==> config.mk <==
export PLATFORM = sky130hd
export DESIGN_NAME = pc_sequencer
export DESIGN_NICKNAME = d
export VERILOG_FILES = /design/src/rtl/pc_sequencer.sv
export SDC_FILE = /design/constraint.sdc
export NUM_CORES = 1
export LEC_CHECK = 0
export BUFFER_PORTS_ARGS = -buffer_cell sky130_fd_sc_hd__clkbuf_2
export CELL_PAD_IN_SITES_DETAIL_PLACEMENT = 1
export CELL_PAD_IN_SITES_GLOBAL_PLACEMENT = 2
export CORE_MARGIN = 3
export CORE_UTILIZATION = 31
export DETAILED_ROUTE_END_ITERATION = 8
export HOLD_SLACK_MARGIN = 0.02
export PLACE_DENSITY = 0.82
export REMOVE_ABC_BUFFERS = 1
export SLEW_MARGIN = 20
export SYNTH_ARGS = -nofsm -noshare
export SYNTH_HDL_FRONTEND = slang
export SYNTH_SLANG_ARGS = --single-unit
==> constraint.sdc <==
create_clock -name clk -period 2.3 [get_ports clk]
set_input_delay 0 -clock clk [delete_from_list [all_inputs] [get_ports clk]]
set_output_delay 0 -clock clk [all_outputs]
set_load 0.02 [all_outputs]
==> src/rtl/pc_sequencer.sv <==
// pc_sequencer: fetch-stage PC control with redirect, stall and memory-conflict deferral
module pc_sequencer #(
  parameter logic [15:0] RESET_PC = 16'h0000
) (
  input  logic        clk,
  input  logic        rst,
  input  logic        stall,
  input  logic        mem_conflict,
  input  logic        jump_en,
  input  logic [15:0] jump_target,
  input  logic        branch_taken,
  input  logic [15:0] branch_target,
  output logic [15:0] pc,
  output logic [15:0] npc,
  output logic        fetch_en,
  output logic        flush,
  output logic        pending,
  output logic [15:0] fetch_cnt
);
  typedef enum logic {RUN, PEND} state_t;
  state_t state, state_nx;
  logic [15:0] pend_pc, pend_pc_nx, pc_nx, target;
  logic redirect, advance;
  always_ff @(posedge clk or posedge rst) begin
    if (rst) begin
      state     <= RUN;
      pc        <= RESET_PC;
      pend_pc   <= '0;
      fetch_cnt <= '0;
    end else begin
      state     <= state_nx;
      pc        <= pc_nx;
      pend_pc   <= pend_pc_nx;
      fetch_cnt <= fetch_cnt + {15'd0, advance};
    end
  end
  // a redirect seen while the memory is busy is parked in pend_pc until the port frees up
  always_comb begin
    redirect   = jump_en | branch_taken;
    target     = jump_en ? jump_target : branch_target;
    advance    = (state == RUN) & ~redirect & ~mem_conflict & ~stall;
    state_nx   = (state == RUN) ? ((redirect & mem_conflict) ? PEND : RUN)
                                : (mem_conflict ? PEND : RUN);
    pend_pc_nx = (redirect & ((state == PEND) | mem_conflict)) ? target : pend_pc;
    pc_nx      = (state == PEND) ? (mem_conflict ? pc : pend_pc_nx)
               : mem_conflict ? pc
               : redirect ? target
               : stall ? pc : npc;
  end
  always_comb begin
    npc      = pc + 16'd1;
    fetch_en = ~rst & (state == RUN) & ~mem_conflict;
    flush    = rst | (state == PEND) | redirect | mem_conflict;
    pending  = ~rst & (state == PEND);
  end
endmodule

Word-level counts from Yosys, hierarchy flattened

Cells that the tools add are included.

Register bits: 49
Output and inout port bits: 51
Logic and storage cells: 36
Bits of input ports: 38

Multiplexer cells: 10
Bitwise logic cells: 18
Reduce and logical (&&, ||, !) cells: 1
Add/sub/neg operators: 2
Equality and inequality tests: 1

Operator list:

| operator              | count |
|---|---|
| $mux 16               | 7 |
| $add 16x1->16         | 1 |
| $add 16x1->16 const B | 1 |
| $and 1x1->1           | 8 |
| $not 1->1             | 5 |
| $or 1x1->1            | 5 |
| $mux 1                | 3 |
| $ne 3x1->1 const B    | 1 |
| $reduce_and 2->1      | 1 |

Depth between registers and ports, before layout

Depth in word-level cells: 6
Gate-level depth with buffers: 10
Gate-level depth less buffers: 8

Worst setup path before layout

Ideal clock, no wire load.

Path kind: reg2reg
From: reg state
To: reg fetch_cnt[8]
Library setup time: 0.130 ns
Stages on the path, launching flop included: 11
Arrival: 1.838 ns
Setup slack: 0.332 ns
Path buffers: 2
Data required time: 2.170 ns
Clock period less this slack: 1.968 ns
Cells stage by stage: dfrtp_1 nor3_1 buf_2 a21oi_2 nand2_1 inv_1 ha_1 ha_1 clkbuf_1 nand4_1 xnor2_1

Longest elaborated chain between the ends: 5

RTL lines:

| item                     | RTL line | RTL |
|---|---|---|
| from (decl)              | 21       | `state_t state, state_nx;` |
| from (signal assigned)   | 31       | `state <= state_nx;` |
| $not 1->1                | 41       | `advance = (state == RUN) & ~redirect & ~mem_conflict & ~stall;` |
| $and 1x1->1 (3 in a row) | 41       |  |
| $add 16x1->16            | 34       | `fetch_cnt <= fetch_cnt + {15'd0, advance};` |
| to (signal assigned)     | 34       |  |
| to (decl)                | 18       | `output logic [15:0] fetch_cnt` |

Every way passes these cells.
A chain may end at the register's enable or synchronous reset.

Worst setup path in the final report

From: reg pc[1]
To: out npc[14]

Longest elaborated chain between the ends: 1

RTL lines:

| item                   | RTL line | RTL |
|---|---|---|
| from (decl)            | 13       | `output logic [15:0] pc,` |
| from (signal assigned) | 32       | `pc <= pc_nx;` |
| $add 16x1->16          | 51       | `npc = pc + 16'd1;` |
| to (decl)              | 14       | `output logic [15:0] npc,` |

Every way passes these cells.

==> out/qor.txt <==
Status: complete, no violations
Pwr dens: 628 mW/mm2
Sequential power share: 46.5%
Core area: 0.00928 mm2
Comb pwr share: 31.6%
TritonCTS clock tree: built
Std cell rows: 35
Arr. time, crit path: 2.17 ns
Final ANT Viol Nets: 0
Total congestion overflow: 0
Critical Path Fanout Max: 8
Cell taking the most area after synthesis: dfrtp_1
Mapped Area: 0.00296 mm2
Final Setup Violations: 0
Filler Cells Inserted: 1125
Hold EP: pend_pc[10]$_DFF_PP0_
Worst Max-Slew Pin Slew: 0.959 ns
Final #Nets: 467
CTS Sinks: 49
Drc violations: 0
Max cap viols: 0
Tcrit/Tclk final: 94.3%
Worst Path Class, Setup: flop to output pin
Met3 wire length: 413 um
Pre-Repair DR Iteration Count: 4
VDD IR max: 253 uV
Ys Warns: 0
Clock buffer depth: 2
H-tree depth: 2
Pleak: 1.84 nW
Die Height: 104 um
Pins Over Slew Limit: 0
Setup slack, reg-to-reg: 0.29 ns
Pin count of the biggest net entering global routing: 33
Internal power: 0.00150 W
Final min period: 2.17 ns
Post-synth EDFFs: 0
Final std cells w/o fill: 555
Clock power frac: 22.0%
Power, Total: 0.00245 W
I/O Buffers: 88
Ratio of cells with drive above 1 in the final layout: 29.3%
Origin of the critical flop-to-flop path: state$_DFF_PP0_
Overall Global Routing Usage: 17.7%
CP delay by family, top: simple AND/OR/NAND/NOR gates
R2R cell count: 9
Antenna cells: 0
Syn-to-layout area delta: 31.7%
Worst path max stage delay: 0.61 ns
Hold path depth: 3
Initial antenna violation count: 0
Endpoints failing hold: 0
Sw power: 0.000947 W
Top-level I/O count: 89
Met2 WL post-DR: 4.66 mm
RR Endpoint: fetch_cnt[12]$_DFF_PP0_
HP Class: primary input to flop
Most used DFF post-synth: dfrtp_1
Max_slew headroom: 35.9%
Library cells used by synthesis: 49
Initial drt markers: 89
Clock buffer count from CTS: 5
Setup crit end kind: output pin
CP Data Required Time: 2.30 ns
Clk Latency, worst-skew pair: 0.31 ns
Hold path startpoint: branch_target[10]
Ys async rst share: 100%
Post-DP HPWL: 6.98 mm
Finished Core Util: 42.0%
Root buffer cell: clkbuf_8
Cells after Synth: 316
Crit-path slowest cell: or4_1
DR vias: 2927
Routability cong.: 0.843
Routed len/inst: 17.1 um
Number of global-route vias before repair: 3122
Largest cells by area after synthesis: dfrtp_1 41%, mux2i_1 4.7%, xnor2_1 4.7%
CP Buf/Inv Count: 2
Initial Util: 31.9%
Via-to-Cell Ratio: 5.27
Dpl cells: 524
Top Layer Used: met4
Drt total wl: 9.49 mm
Crit-path cells: ha_1, inv_1, or4_1, xnor2_1, clkbuf_2
Sw Share: 38.6%
M1 WL: 4.34 mm
RSZ-0062 raised after global routing: no
Syn Area/Cell: 9.37 um2
Worst-path clk slew: 0.10 ns
Worst Setup Start Kind: flop
FMAX: 461 MHz
#FFs+latches synth: 49
Die area: 0.0108 mm2
Chip Width: 104 um
Skew final: 0.00639 ns
Synth top area share: 41.4%
First-pass GRT wire length: 15.7 mm
Seq/Total Area, Yosys: 41.4%
==> worst reg2reg max path, stage by stage (launching register included) <==
cell and delay, ns:
dfrtp_1 0.45, nor3_1 0.07, buf_4 0.19, a21oi_2 0.16, nand2_1 0.08, inv_1 0.08
ha_1 0.23, ha_1 0.33, nand3_1 0.15, xnor2_1 0.15
==> repair_timing <==
action                     in CTS  in global routing
hold endpoints to repair       56                  0
setup buffers                   0                  1
setup endpoints to repair       0                  1
gates resized for setup         0                  3
hold buffers                   22                  0
==> layout by cell type (no fill, tap or decap), types with 5 or more instances in the layout <==
master	count
dfrtp_1	46
nand3_1	13
buf_4	15
nor3_1	6
a22oi_1	7
xnor2_1	16
o211ai_1	7
nand2_1	33
mux2i_1	14
nor2_1	7
clkbuf_8	5
dlygate4sd3_1	22
a221oi_1	5
o21ai_0	20
mux2_2	5
nand4_1	12
clkbuf_2	88
or4_1	5
a21oi_1	6
xor2_1	12
nor2b_1	5
inv_1	14
a22o_1	9
==> sequential cells by signal (all words and copies together), names as in the netlist <==
signal	cells
state	1
pend_pc	16
fetch_cnt	16
pc	16
==> synthesized netlist by cell type (all sizes together), types with 4 or more instances <==
master  number
a21oi        7
a221oi       5
buf         11
nor2         7
a22oi        7
xnor2       16
a211oi       4
inv         15
ha           4
nand2       33
mux2i       14
and3         4
or4          5
a22o         9
dfrtp       49
and4         4
xor2        12
o211ai       7
nand3       13
clkbuf      12
nor3         6
nand4       12
nor2b        5
mux2         5
o21ai       20
==> power by group through the flow <==
stage	Sequential (W)	Combinational, W	Clock [W]
detailed placement	0.00116	0.000741	0
CTS	0.00114	0.000780	0.000560
floorplan	0.00121	0.000339	0
global placement	0.00115	0.000725	0
global route	0.00116	0.000844	0.000586
finish	0.00114	0.000773	0.000538
==> kinds of logic (layout without fill, tap and decap cells) <==
family / after synthesis / count (layout) / synth area share (%)
AND/OR/NAND/NOR: 101 / 101 / 18.4
buffers and inverters: 38 / 148 / 5.15
multiplexers: 19 / 19 / 6.63
adder cells (fa/ha/maj): 4 / 4 / 1.69
XOR/XNOR: 28 / 28 / 8.28
AO/OA/AOI/OAI: 77 / 77 / 18.4
flip-flops: 49 / 49 / 41.4
==> final cells by class <==
type / count / area (um2) / share of cell area [%]
inverter: 15 / 56.3 / 1.44
clock buffer: 5 / 68.8 / 1.76
tap: 129 / 161 / 4.14
timing repair buffer: 125 / 773 / 19.8
sequential: 49 / 1230 / 31.5
clock inverter: 3 / 22.5 / 0.577
multi-input combinational: 229 / 1590 / 40.7
==> worst max path at each step <==
stage | slack (ns) | cells after the start | from | endpoint
after floorplan | -0.17 | 7 | state$_DFF_PP0_ | fetch_cnt[2]$_DFF_PP0_
after global placement | 0.38 | 9 | state$_DFF_PP0_ | fetch_cnt[8]$_DFF_PP0_
after detailed placement | 0.30 | 9 | state$_DFF_PP0_ | fetch_cnt[8]$_DFF_PP0_
after CTS | 0.09 | 5 | pc[1]$_DFFE_PP0P_ | npc[14]
after global routing | 0.01 | 4 | pc[10]$_DFFE_PP0P_ | npc[14]
final | 0.13 | 5 | pc[1]$_DFFE_PP0P_ | npc[14]
==> routing by layer <==
metal  track usage, %  vias up
met2             30.8       76
met3             2.99        7
met4             3.42        0
met5                0        -
li1                 -     1377
met1             23.3     1467
==> per-stage QoR <==
step                      worst slack, ns  hold WS (ns)  TNS [ns]  cell area [um2]
final                               0.131        0.0150         0             3900
after global routing               0.0138        0.0311         0             3900
after CTS                          0.0858        0.0203         0             3890
after detailed placement            0.297       -0.0278         0             3580
after global placement              0.385       -0.0400         0             3580
after floorplan                    -0.166        0.0781     -1.12             2870
Note: power is estimated with default switching activity, not from simulation.
